`src/rtl/apb_master.sv`:
```
// APB master: turns single-beat commands into APB SETUP/ACCESS transfers,
// rejects misaligned addresses locally and aborts slaves that never answer.
module apb_master #(
   parameter int ADDR_W  = 32,
   parameter int DATA_W  = 32,
   parameter int TIMEOUT = 16
) (
   input  logic              clk,
   input  logic              rst,
   input  logic              cmd_valid,
   output logic              cmd_ready,
   input  logic              cmd_write,
   input  logic [ADDR_W-1:0] cmd_addr,
   input  logic [DATA_W-1:0] cmd_wdata,
   output logic              PSEL,
   output logic              PENABLE,
   output logic [ADDR_W-1:0] PADDR,
   output logic              PWRITE,
   output logic [DATA_W-1:0] PWDATA,
   input  logic              PREADY,
   input  logic [DATA_W-1:0] PRDATA,
   input  logic              PSLVERR,
   output logic              rsp_valid,
   output logic [DATA_W-1:0] rsp_rdata,
   output logic              rsp_err,
   output logic              rsp_timeout
);

   // Counter is kept at least one bit wide so TIMEOUT=0 still elaborates.
   localparam int               CNT_W       = (TIMEOUT > 0) ? $clog2(TIMEOUT + 1) : 1;
   localparam bit               TIMEOUT_EN  = (TIMEOUT > 0);
   localparam logic [CNT_W-1:0] TIMEOUT_CNT = CNT_W'(TIMEOUT);
   localparam logic [CNT_W-1:0] CNT_ONE     = CNT_W'(1);
   localparam logic [CNT_W-1:0] CNT_ZERO    = {CNT_W{1'b0}};
   localparam logic [DATA_W-1:0] DATA_ZERO  = {DATA_W{1'b0}};
   localparam logic [ADDR_W-1:0] ADDR_ZERO  = {ADDR_W{1'b0}};

   typedef enum logic [1:0] {
      S_IDLE   = 2'd0,
      S_SETUP  = 2'd1,
      S_ACCESS = 2'd2
   } state_t;

   state_t            r_state;
   state_t            w_state_nxt;
   logic [CNT_W-1:0]  r_wait_cnt;
   logic [CNT_W-1:0]  w_wait_cnt_nxt;

   logic              r_cmd_ready,   w_cmd_ready_nxt;
   logic              r_psel,        w_psel_nxt;
   logic              r_penable,     w_penable_nxt;
   logic [ADDR_W-1:0] r_paddr,       w_paddr_nxt;
   logic              r_pwrite,      w_pwrite_nxt;
   logic [DATA_W-1:0] r_pwdata,      w_pwdata_nxt;
   logic              r_rsp_valid,   w_rsp_valid_nxt;
   logic [DATA_W-1:0] r_rsp_rdata,   w_rsp_rdata_nxt;
   logic              r_rsp_err,     w_rsp_err_nxt;
   logic              r_rsp_timeout, w_rsp_timeout_nxt;

   logic              w_accept;
   logic              w_aligned;
   logic              w_timeout_hit;

   // cmd_ready is only high in IDLE, so this is also the IDLE-state handshake.
   assign w_accept      = cmd_valid & r_cmd_ready;
   assign w_aligned     = (cmd_addr[1:0] == 2'b00);
   assign w_timeout_hit = TIMEOUT_EN && (r_wait_cnt == TIMEOUT_CNT);

   // State register plus all registered outputs; reset aborts any transfer silently.
   always_ff @(posedge clk or posedge rst) begin
      if (rst) begin
         r_state       <= S_IDLE;
         r_wait_cnt    <= CNT_ZERO;
         r_cmd_ready   <= 1'b0;
         r_psel        <= 1'b0;
         r_penable     <= 1'b0;
         r_paddr       <= ADDR_ZERO;
         r_pwrite      <= 1'b0;
         r_pwdata      <= DATA_ZERO;
         r_rsp_valid   <= 1'b0;
         r_rsp_rdata   <= DATA_ZERO;
         r_rsp_err     <= 1'b0;
         r_rsp_timeout <= 1'b0;
      end else begin
         r_state       <= w_state_nxt;
         r_wait_cnt    <= w_wait_cnt_nxt;
         r_cmd_ready   <= w_cmd_ready_nxt;
         r_psel        <= w_psel_nxt;
         r_penable     <= w_penable_nxt;
         r_paddr       <= w_paddr_nxt;
         r_pwrite      <= w_pwrite_nxt;
         r_pwdata      <= w_pwdata_nxt;
         r_rsp_valid   <= w_rsp_valid_nxt;
         r_rsp_rdata   <= w_rsp_rdata_nxt;
         r_rsp_err     <= w_rsp_err_nxt;
         r_rsp_timeout <= w_rsp_timeout_nxt;
      end
   end

   // Next-state selection: IDLE -> SETUP -> ACCESS -> IDLE on ready or timeout.
   always_comb begin
      w_state_nxt = r_state;
      case (r_state)
         S_IDLE: begin
            if (w_accept && w_aligned) begin
               w_state_nxt = S_SETUP;
            end else begin
               w_state_nxt = S_IDLE;
            end
         end
         S_SETUP: begin
            w_state_nxt = S_ACCESS;
         end
         S_ACCESS: begin
            if (PREADY || w_timeout_hit) begin
               w_state_nxt = S_IDLE;
            end else begin
               w_state_nxt = S_ACCESS;
            end
         end
         default: begin
            w_state_nxt = S_IDLE;
         end
      endcase
   end

   // Next values of the registered outputs, derived from current state and inputs.
   always_comb begin
      w_cmd_ready_nxt   = (w_state_nxt == S_IDLE);
      w_psel_nxt        = (w_state_nxt != S_IDLE);
      w_penable_nxt     = (w_state_nxt == S_ACCESS);
      w_paddr_nxt       = r_paddr;
      w_pwrite_nxt      = r_pwrite;
      w_pwdata_nxt      = r_pwdata;
      w_wait_cnt_nxt    = r_wait_cnt;
      w_rsp_valid_nxt   = 1'b0;
      w_rsp_rdata_nxt   = DATA_ZERO;
      w_rsp_err_nxt     = 1'b0;
      w_rsp_timeout_nxt = 1'b0;
      case (r_state)
         S_IDLE: begin
            if (w_accept && w_aligned) begin
               w_paddr_nxt    = cmd_addr;
               w_pwrite_nxt   = cmd_write;
               w_pwdata_nxt   = cmd_wdata;
               w_wait_cnt_nxt = CNT_ZERO;
            end else if (w_accept) begin
               // Misaligned: answered locally, nothing goes on the bus.
               w_rsp_valid_nxt = 1'b1;
               w_rsp_err_nxt   = 1'b1;
            end else begin
               w_wait_cnt_nxt = r_wait_cnt;
            end
         end
         S_SETUP: begin
            w_wait_cnt_nxt = r_wait_cnt;
         end
         S_ACCESS: begin
            if (PREADY) begin
               w_rsp_valid_nxt = 1'b1;
               w_rsp_err_nxt   = PSLVERR;
               if (!r_pwrite && !PSLVERR) begin
                  w_rsp_rdata_nxt = PRDATA;
               end else begin
                  w_rsp_rdata_nxt = DATA_ZERO;
               end
            end else if (w_timeout_hit) begin
               w_rsp_valid_nxt   = 1'b1;
               w_rsp_err_nxt     = 1'b1;
               w_rsp_timeout_nxt = 1'b1;
            end else begin
               w_wait_cnt_nxt = r_wait_cnt + CNT_ONE;
            end
         end
         default: begin
            w_wait_cnt_nxt = CNT_ZERO;
         end
      endcase
   end

   assign cmd_ready   = r_cmd_ready;
   assign PSEL        = r_psel;
   assign PENABLE     = r_penable;
   assign PADDR       = r_paddr;
   assign PWRITE      = r_pwrite;
   assign PWDATA      = r_pwdata;
   assign rsp_valid   = r_rsp_valid;
   assign rsp_rdata   = r_rsp_rdata;
   assign rsp_err     = r_rsp_err;
   assign rsp_timeout = r_rsp_timeout;

endmodule

```
`config.mk`:
```
export PLATFORM = sky130hd
export DESIGN_NAME = apb_master
export DESIGN_NICKNAME = d
export VERILOG_FILES = /design/src/rtl/apb_master.sv
export SDC_FILE = /design/constraint.sdc
export NUM_CORES = 1
export LEC_CHECK = 0
export BUFFER_PORTS_ARGS = -buffer_cell sky130_fd_sc_hd__buf_4
export CORE_UTILIZATION = 33
export DETAILED_ROUTE_END_ITERATION = 8
export GPL_ROUTABILITY_DRIVEN = 0
export SLEW_MARGIN = 10
export SYNTH_ARGS = -nofsm -noshare
export SYNTH_HDL_FRONTEND = slang
export SYNTH_SLANG_ARGS = --single-unit
```
`constraint.sdc`:
```
create_clock -name clk -period 3.9 [get_ports clk]
set_input_delay 0.78 -clock clk [delete_from_list [all_inputs] [get_ports clk]]
set_output_delay 0.78 -clock clk [all_outputs]
set_load 0.01 [all_outputs]
```
Word level (Yosys, flattened, before mapping)
Cells that the tools add are included.
Storage, ports and cells
  flip-flop bits (word level): 110
  input bits: 102
  output and inout bits: 103
Operators by class
  $add $sub $neg: 1
  eq/ne operators: 7
  muxes and demuxes: 19
  bitwise operators: 2
  reduce and logical (&&, ||, !) cells: 11
Operators with widths (count)
  $mux W32: 3
  $mux W5: 3
  $pmux W5 S3: 1
  $mux W1: 8
  $logic_not A2 Y1: 3
  $ne A2 B2 Y1 const B: 3
  $pmux W2 S3: 1
  $add A5 B1 Y5 const B: 1
  $eq A5 B5 Y1 const B: 1
  $eq A2 B2 Y1 const B: 2
  $pmux W1 S2: 2
  $reduce_and A4 Y1: 1
  $eq A2 B1 Y1 const B: 1
  $logic_and A1 B1 Y1: 2
  $logic_not A1 Y1: 2
  $mux W2: 1
  $reduce_and A2 Y1: 1
  $reduce_bool A2 Y1: 1
  $and A1 B1 Y1: 1
  $logic_or A1 B1 Y1: 1
  $not A1 Y1: 1

Depth between registers and ports, before layout
Gate-level depths: netlist of run 1.
  word-level depth: 5
  depth in mapped cells: 6
  gate-level depth less buffers: 5

Least setup slack after synthesis of run 1
OpenSTA, ideal clock, no wires.
  kind: input port to flip-flop
  from: in cmd_addr[0]
  to: reg r_paddr[10], in the netlist PADDR[10]
  setup time: 0.125 ns
  arrival time: 1.717 ns
  data required time: 3.775 ns
  slack: 2.058 ns
  cell stages on the path: 6
  path buffers: 2
  cell sequence: nor2_1 nand3b_4 inv_2 buf_12 buf_12 mux2_4
Between the ends
  word-level cells in the longest chain between the ends: 3
Ends and longest elaborated chain
  start: declaration: RTL line 13  | input logic [ADDR_W-1:0] cmd_addr,
  $logic_not A2 Y1: RTL line 66  | assign w_aligned = (cmd_addr[1:0] == 2'b00);
  $logic_and A1 B1 Y1: RTL line 142  | if (w_accept && w_aligned) begin
  $reduce_and A2 Y1 (no source line)
  end signal: assignment: RTL line 90  | r_paddr <= w_paddr_nxt;
  end: declaration: RTL line 52  | logic [ADDR_W-1:0] r_paddr, w_paddr_nxt;
No other way between the ends.
A chain may end at the register's enable or synchronous reset.

Worst setup path after layout of run 1
  from: reg r_wait_cnt[0]
  to: reg r_psel, in the netlist PSEL
Between the ends
  word-level cells in the longest chain between the ends: 5
Ends and longest elaborated chain
  start: declaration: RTL line 46  | logic [CNT_W-1:0] r_wait_cnt;
  start signal: assignment: RTL line 86  | r_wait_cnt <= w_wait_cnt_nxt;
  $eq A5 B5 Y1: RTL line 67  | assign w_timeout_hit = TIMEOUT_EN && (r_wait_cnt == TIMEOUT_CNT);
  $logic_or A1 B1 Y1: RTL line 115  | if (PREADY || w_timeout_hit) begin
  $mux W2: RTL line 115
  $pmux W2 S3: RTL line 103  | case (r_state)
  net w_state_nxt[1]: RTL line 45  | state_t w_state_nxt;
  $reduce_bool A2 Y1: RTL line 130  | w_psel_nxt = (w_state_nxt != S_IDLE);
  net w_psel_nxt: RTL line 50  | logic r_psel, w_psel_nxt;
  end signal: assignment: RTL line 88  | r_psel <= w_psel_nxt;
  end: declaration: RTL line 50
The timed path passes the listed nets, and every way through them passes these cells.

==> qor.yml, run 1 <==
floorplanning:
  row_count: 41
  die_area_sq_um: 13700
  ios: 205
  core_sq_um: 12800
  initial_core_util: 0.343
  die_h_um: 117
  fp.dieW_um: 117
status:
  outcome: "finished clean"
finish:
  areaGrowthSynthToFinish_pct: 43.4
  nNetsFinal: 576
  final_common_cell: "buf_4"
  antennaDiodeCount: 0
  fill_cells: 1139
  multi_input_area_sq_um: 1450
  regArea_sq_um: 2750
  mostFrequentLayoutCells: "buf_4, dfrtp_1, mux2_4"
  drive_above_1_share: 0.603
clock_tree:
  path_clk_slew_ps: 60
  clk-insertion-delay-late_ps: 340
  cts_setup_buffers: 0
  clock_path_buffers: 2
  cts-buffers-inserted: 9
  h-tree-depth: 3
  ctsRootBufferMaster: "clkbuf_16"
  ctsResizeCount: 0
  cts_hold_buffers: 0
  cts.sinks: 110
  tritoncts: "built"
placement:
  dp_hpwl_mm: 6.74
  io_buffer_count: 204
  post-place-ws_ps: 1650
critical_path:
  crit_chain: "inv_1 > ha_1 > nor4bb_1 > buf_4 > o31ai_1 > or2b_1"
  worstPathRequired_ps: 4120
  critPathKind: "reg2reg"
  cp_slowest_cell: "nor4bb_1"
  cp_max_fo: 6
  cp_slowest_stage_delay_ps: 600
  cp_data_arrival_time_ps: 2220
  r2r_slack_ps: 1900
  cp-end-kind: "flop"
  cp-start-kind: "flop"
timing:
  hold_viol: 0
  max_freq_ghz: 0.501
  final.period_utilization: 0.512
  setup-violations-final: 0
  final_max_slew_viol_count: 0
  slew-limit-headroom: 0.496
  tightest_slew_ps: 746
  skew_ps: 6.07
  tns_ps: 0
  period_needed_ps: 2000
  grt_setup_unrepaired: "no"
  worst_slack_ps: 1900
global_routing:
  grt_pass1_wl_mm: 14.1
  grt_max_degree: 66
  antenna_found_initial: 0
  gr-total-overflow: 0
  grt_usage: 0.137
  grt_pass1_vias: 2835
detailed_routing:
  vias_per_cell: 4.36
  drc: 0
  ant_nets: 0
  drt_pass1_iterations: 3
  drt_iter0_drc: 57
  detail_route.wl_per_cell_um: 14.7
  vias: 2825
  wirelength_mm: 9.51
synthesis:
  ys_ff_latch: 110
  synth_edf_count: 0
  synth_ff_type: "dfrtp_1"
  yosys_warnings: 0
  ys_types: 37
  yosysSeqAreaShare: 0.629
  synth_area_per_cell_sq_um: 16.5
  synthesis.nets: 370
  synth_async_sr_flop_share: 1.00
  synth_cells: 266
  synth_area_sq_um: 4380
pwr:
  irDropWorstVdd_mv: 0.189
  p_leak_nw: 3.24
  p_per_area_nw_per_um2: 530
hold_path:
  min_path_type: "reg2reg"
run:
  drv_cap: 0
-- cells in the mapped netlist, types with 2 or more instances --
cell type | instances | area [sq um]
mux2_2 | 13 | 146
nand3b_4 | 2 | 40.0
nand2b_1 | 2 | 12.5
and2_1 | 34 | 213
o31ai_1 | 3 | 22.5
inv_1 | 5 | 18.8
nor2_1 | 2 | 7.51
a211o_1 | 3 | 26.3
o211ai_1 | 2 | 15.0
nand4b_1 | 2 | 17.5
o21ai_0 | 3 | 15.0
dfrtp_1 | 110 | 2750
mux2_4 | 50 | 751
and3_1 | 2 | 12.5
buf_2 | 2 | 10.0
buf_12 | 6 | 120
ha_1 | 2 | 25.0
clkbuf_2 | 3 | 15.0
or2b_1 | 2 | 15.0
-- report_power, final --
group          switching (mW)  total (mW)  internal (mW)
Sequential              0.149        1.53           1.38
Clock                   0.376       0.805          0.429
Combinational           0.354       0.990          0.636
Total                   0.879        3.33           2.45
-- worst max-delay path, delay by kind of cell, from the launching register on --
kind            cells  cell delay (ps)
flops               1              430
compound gates      1              110
simple gates        2              850
buf+inv             2              360
fa+ha+maj           1              140
-- sequential cells by signal (all words and copies together) (netlist names) --
register,cells
rsp_timeout,1
rsp_valid,1
PENABLE,1
PADDR,32
PWRITE,1
PSEL,1
r_state,2
rsp_rdata,32
cmd_ready,1
r_wait_cnt,5
rsp_err,1
PWDATA,32
-- stage by stage --
step	hold slack [ps]	std cells	area, sq um	utilization	power, mW
2_1_floorplan	519	266	4380	-	2.04
3_3_place_gp	488	633	6030	0.472	2.55
3_5_place_dp	481	633	6030	0.472	2.56
4_1_cts	502	648	6280	0.491	3.39
5_1_grt	528	648	6280	0.491	3.52
6_report	494	648	6280	0.491	3.33
-- path summary, 6_finish.rpt --
| check | start | endpoint | cells past startpoint |
|---|---|---|---|
| max in group asynchronous | rst | rsp_rdata[22]$_DFF_PP0_ | 3 |
| hold reg to reg | PADDR[0]$_DFFE_PP0P_ | PADDR[0]$_DFFE_PP0P_ | 1 |
| min in group asynchronous | rst | PADDR[25]$_DFFE_PP0P_ | 2 |
| setup reg to reg | r_wait_cnt[0]$_DFFE_PP0P_ | PSEL$_DFF_PP0_ | 6 |
| setup / recovery | r_wait_cnt[0]$_DFFE_PP0P_ | PSEL$_DFF_PP0_ | 6 |
| hold / removal | PADDR[0]$_DFFE_PP0P_ | PADDR[0]$_DFFE_PP0P_ | 1 |
-- logic make-up after synthesis --
logic type	Yosys count	synth area share
and+or+nand+nor	56	0.0923
buffers and inverters	19	0.0409
adders and majority gates	2	0.00572
DFF	110	0.629
AOI/OAI and AO/OA	15	0.0251
muxes	64	0.207
-- cell type report --
| class | count | share of cell area |
|---|---|---|
| Clock buffer | 13 | 0.0383 |
| Clock inverter | 2 | 0.00159 |
| Inverter | 6 | 0.00419 |
| Multi-Input combinational cell | 137 | 0.230 |
| Sequential cell | 110 | 0.439 |
| Tap cell | 172 | 0.0343 |
| Timing Repair Buffer | 208 | 0.253 |
-- metal layers --
metal,vias up,track usage,share of wire
met5,-,0,0
met3,13,0.0608,0.12
met2,140,0.217,0.46
li1,1321,-,-
met4,0,0.0667,0.021
met1,1351,0.159,0.40
No activity file was read; power rests on OpenSTA's default activity.
==> run 2: changes to the inputs <==
==> constraint.sdc (replaced) <==
create_clock -name clk -period 1.8 [get_ports clk]
set_input_delay 0.36 -clock clk [delete_from_list [all_inputs] [get_ports clk]]
set_output_delay 0.36 -clock clk [all_outputs]
set_load 0.01 [all_outputs]
==> run 2 against run 1 <==
Effect of this change: via count grew 0.99%; critical path depth is the same; hold slack lost 340 ps; setup slack lost 1800 ps; cell count grew 0.31%; critical path type unchanged; critical endpoint unchanged; largest cell class unchanged; highest routed layer unchanged.
==> qor.yml, run 2 (same netlist as run 1, synthesis figures left out) <==
status:
  outcome: "finished clean"
clock_tree:
  cts_setup_buffers: 0  # unchanged
  clock_path_buffers: 2  # unchanged
  clk-insertion-delay-late_ps: 340  # about the same
  cts-buffers-inserted: 9  # unchanged
  tritoncts: "built"
  path_clk_slew_ps: 60  # about the same
  h-tree-depth: 3  # unchanged
  ctsRootBufferMaster: "clkbuf_16"
  cts.sinks: 110  # unchanged
  cts_hold_buffers: 0  # unchanged
finish:
  regArea_sq_um: 2750  # unchanged
  mostFrequentLayoutCells: "buf_4, dfrtp_1, mux2_4"
  nNetsFinal: 579  # +0.52%
  drive_above_1_share: 0.611  # +0.00794
  final_common_cell: "buf_4"
  multi_input_area_sq_um: 1450  # +0.43%
  areaGrowthSynthToFinish_pct: 45.6
  fill_cells: 1164  # +2.2%
  fin_util: 0.499  # +0.00744
  antennaDiodeCount: 0  # unchanged
floorplanning:
  row_count: 41  # unchanged
  die_area_sq_um: 13700  # unchanged
  core_sq_um: 12800  # unchanged
  initial_core_util: 0.343  # unchanged
  fp.dieW_um: 117  # unchanged
  ios: 205  # unchanged
  die_h_um: 117  # unchanged
timing:
  max_freq_ghz: 0.607  # +21%
  period_needed_ps: 1650  # -350 ps
  hold_viol: 0  # unchanged
  final_max_slew_viol_count: 0  # unchanged
  tightest_slew_ps: 605  # -141 ps
  setup-violations-final: 0  # unchanged
  slew-limit-headroom: 0.596  # +0.100
  tns_ps: 0  # unchanged
  final.period_utilization: 0.915  # +0.403
  skew_ps: 5.07  # -1.00 ps
  grt_setup_unrepaired: "no"
critical_path:
  cp-start-kind: "flop"
  cp_max_fo: 7  # +1
  cp_data_arrival_time_ps: 1930  # -290 ps
  cp-end-kind: "flop"
  worstPathRequired_ps: 2080  # -2040 ps
  critPathKind: "reg2reg"
global_routing:
  grt_pass1_vias: 3009  # +6.1%
  grt_pass1_wl_mm: 14.5  # +3.4%
  antenna_found_initial: 0  # unchanged
  gr-total-overflow: 0  # unchanged
  grt_usage: 0.142  # +0.00476
  grt_max_degree: 111  # +68%
placement:
  io_buffer_count: 204  # unchanged
  dp_hpwl_mm: 6.84  # +1.6%
run:
  drv_cap: 0  # unchanged
detailed_routing:
  drt_iter0_drc: 77  # +35%
  vias: 2853  # +0.99%
  drt_pass1_iterations: 4  # +1
  ant_nets: 0  # unchanged
  wirelength_mm: 9.44  # -0.78%
  vias_per_cell: 4.39  # +0.68%
  detail_route.wl_per_cell_um: 14.5  # -1.1%
  drc: 0  # unchanged
pwr:
  irDropWorstVdd_mv: 0.663  # +250%
  p_leak_nw: 3.27  # +1.1%
  p_per_area_nw_per_um2: 1170  # +120%
hold_path:
  min_path_type: "in2async"
[run 2: path summary, 6_finish.rpt]
| kind | startpoint | end | slack [ps] | cells past startpoint |
|---|---|---|---|---|
| min reg2reg | PADDR[0]$_DFFE_PP0P_ | PADDR[0]$_DFFE_PP0P_ | 490 | 1 |
| max in group asynchronous | rst | PSEL$_DFF_PP0_ | 1150 | 3 |
| min in group clk | PRDATA[20] | rsp_rdata[20]$_DFF_PP0_ | 220 | 2 |
| min | rst | PADDR[14]$_DFFE_PP0P_ | 160 | 3 |
| max | r_wait_cnt[0]$_DFFE_PP0P_ | PSEL$_DFF_PP0_ | 150 | 6 |
| max reg2reg | r_wait_cnt[0]$_DFFE_PP0P_ | PSEL$_DFF_PP0_ | 150 | 6 |
[run 2: per-layer routing]
layer,GRT usage,wire length [um],vias up
met4,0.0430,114,0
li1,-,-,1318
met1,0.159,3700,1395
met5,0,0,-
met3,0.0762,992,9
met2,0.233,4630,131
[run 2: metrics by stage]
step / std cells / hold slack, ps / area, sq um / power (mW) / worst slack [ps]
global route: 650 / 202 / 6370 / 7.88 / 40.3
detailed placement: 636 / 473 / 6080 / 5.55 / 127
CTS: 650 / 202 / 6370 / 7.55 / 147
floorplan: 266 / 489 / 4380 / 4.42 / 111
finish: 650 / 155 / 6370 / 7.43 / 153
global placement: 636 / 493 / 6080 / 5.51 / 155
[run 2: repair_timing]
item / in CTS / in global routing
endpoints found under the setup margin: 0 / 1
resized for setup: 0 / 1
hold endpoints to repair: 0 / 0
[run 2: critical path, stage by stage, from the launching register on]
cell      delay, ps
dfrtp_1         420
inv_1            80
ha_1            200
nor4bb_2        170
buf_4           160
o31ai_1         400
or2b_1          160
[run 2: layout make-up]
class                      instances  area share
timing repair buffer             211       0.256
sequential                       110       0.432
clock inverter                     1     0.00471
inverter                           6     0.00432
clock buffer                      13      0.0408
tap                              172      0.0338
multi-input combinational        137       0.228
[run 2: where the power goes]
group | internal (mW) | switching (mW)
sequential | 3.00 | 0.328
clock | 1.14 | 0.813
combinational | 1.39 | 0.760
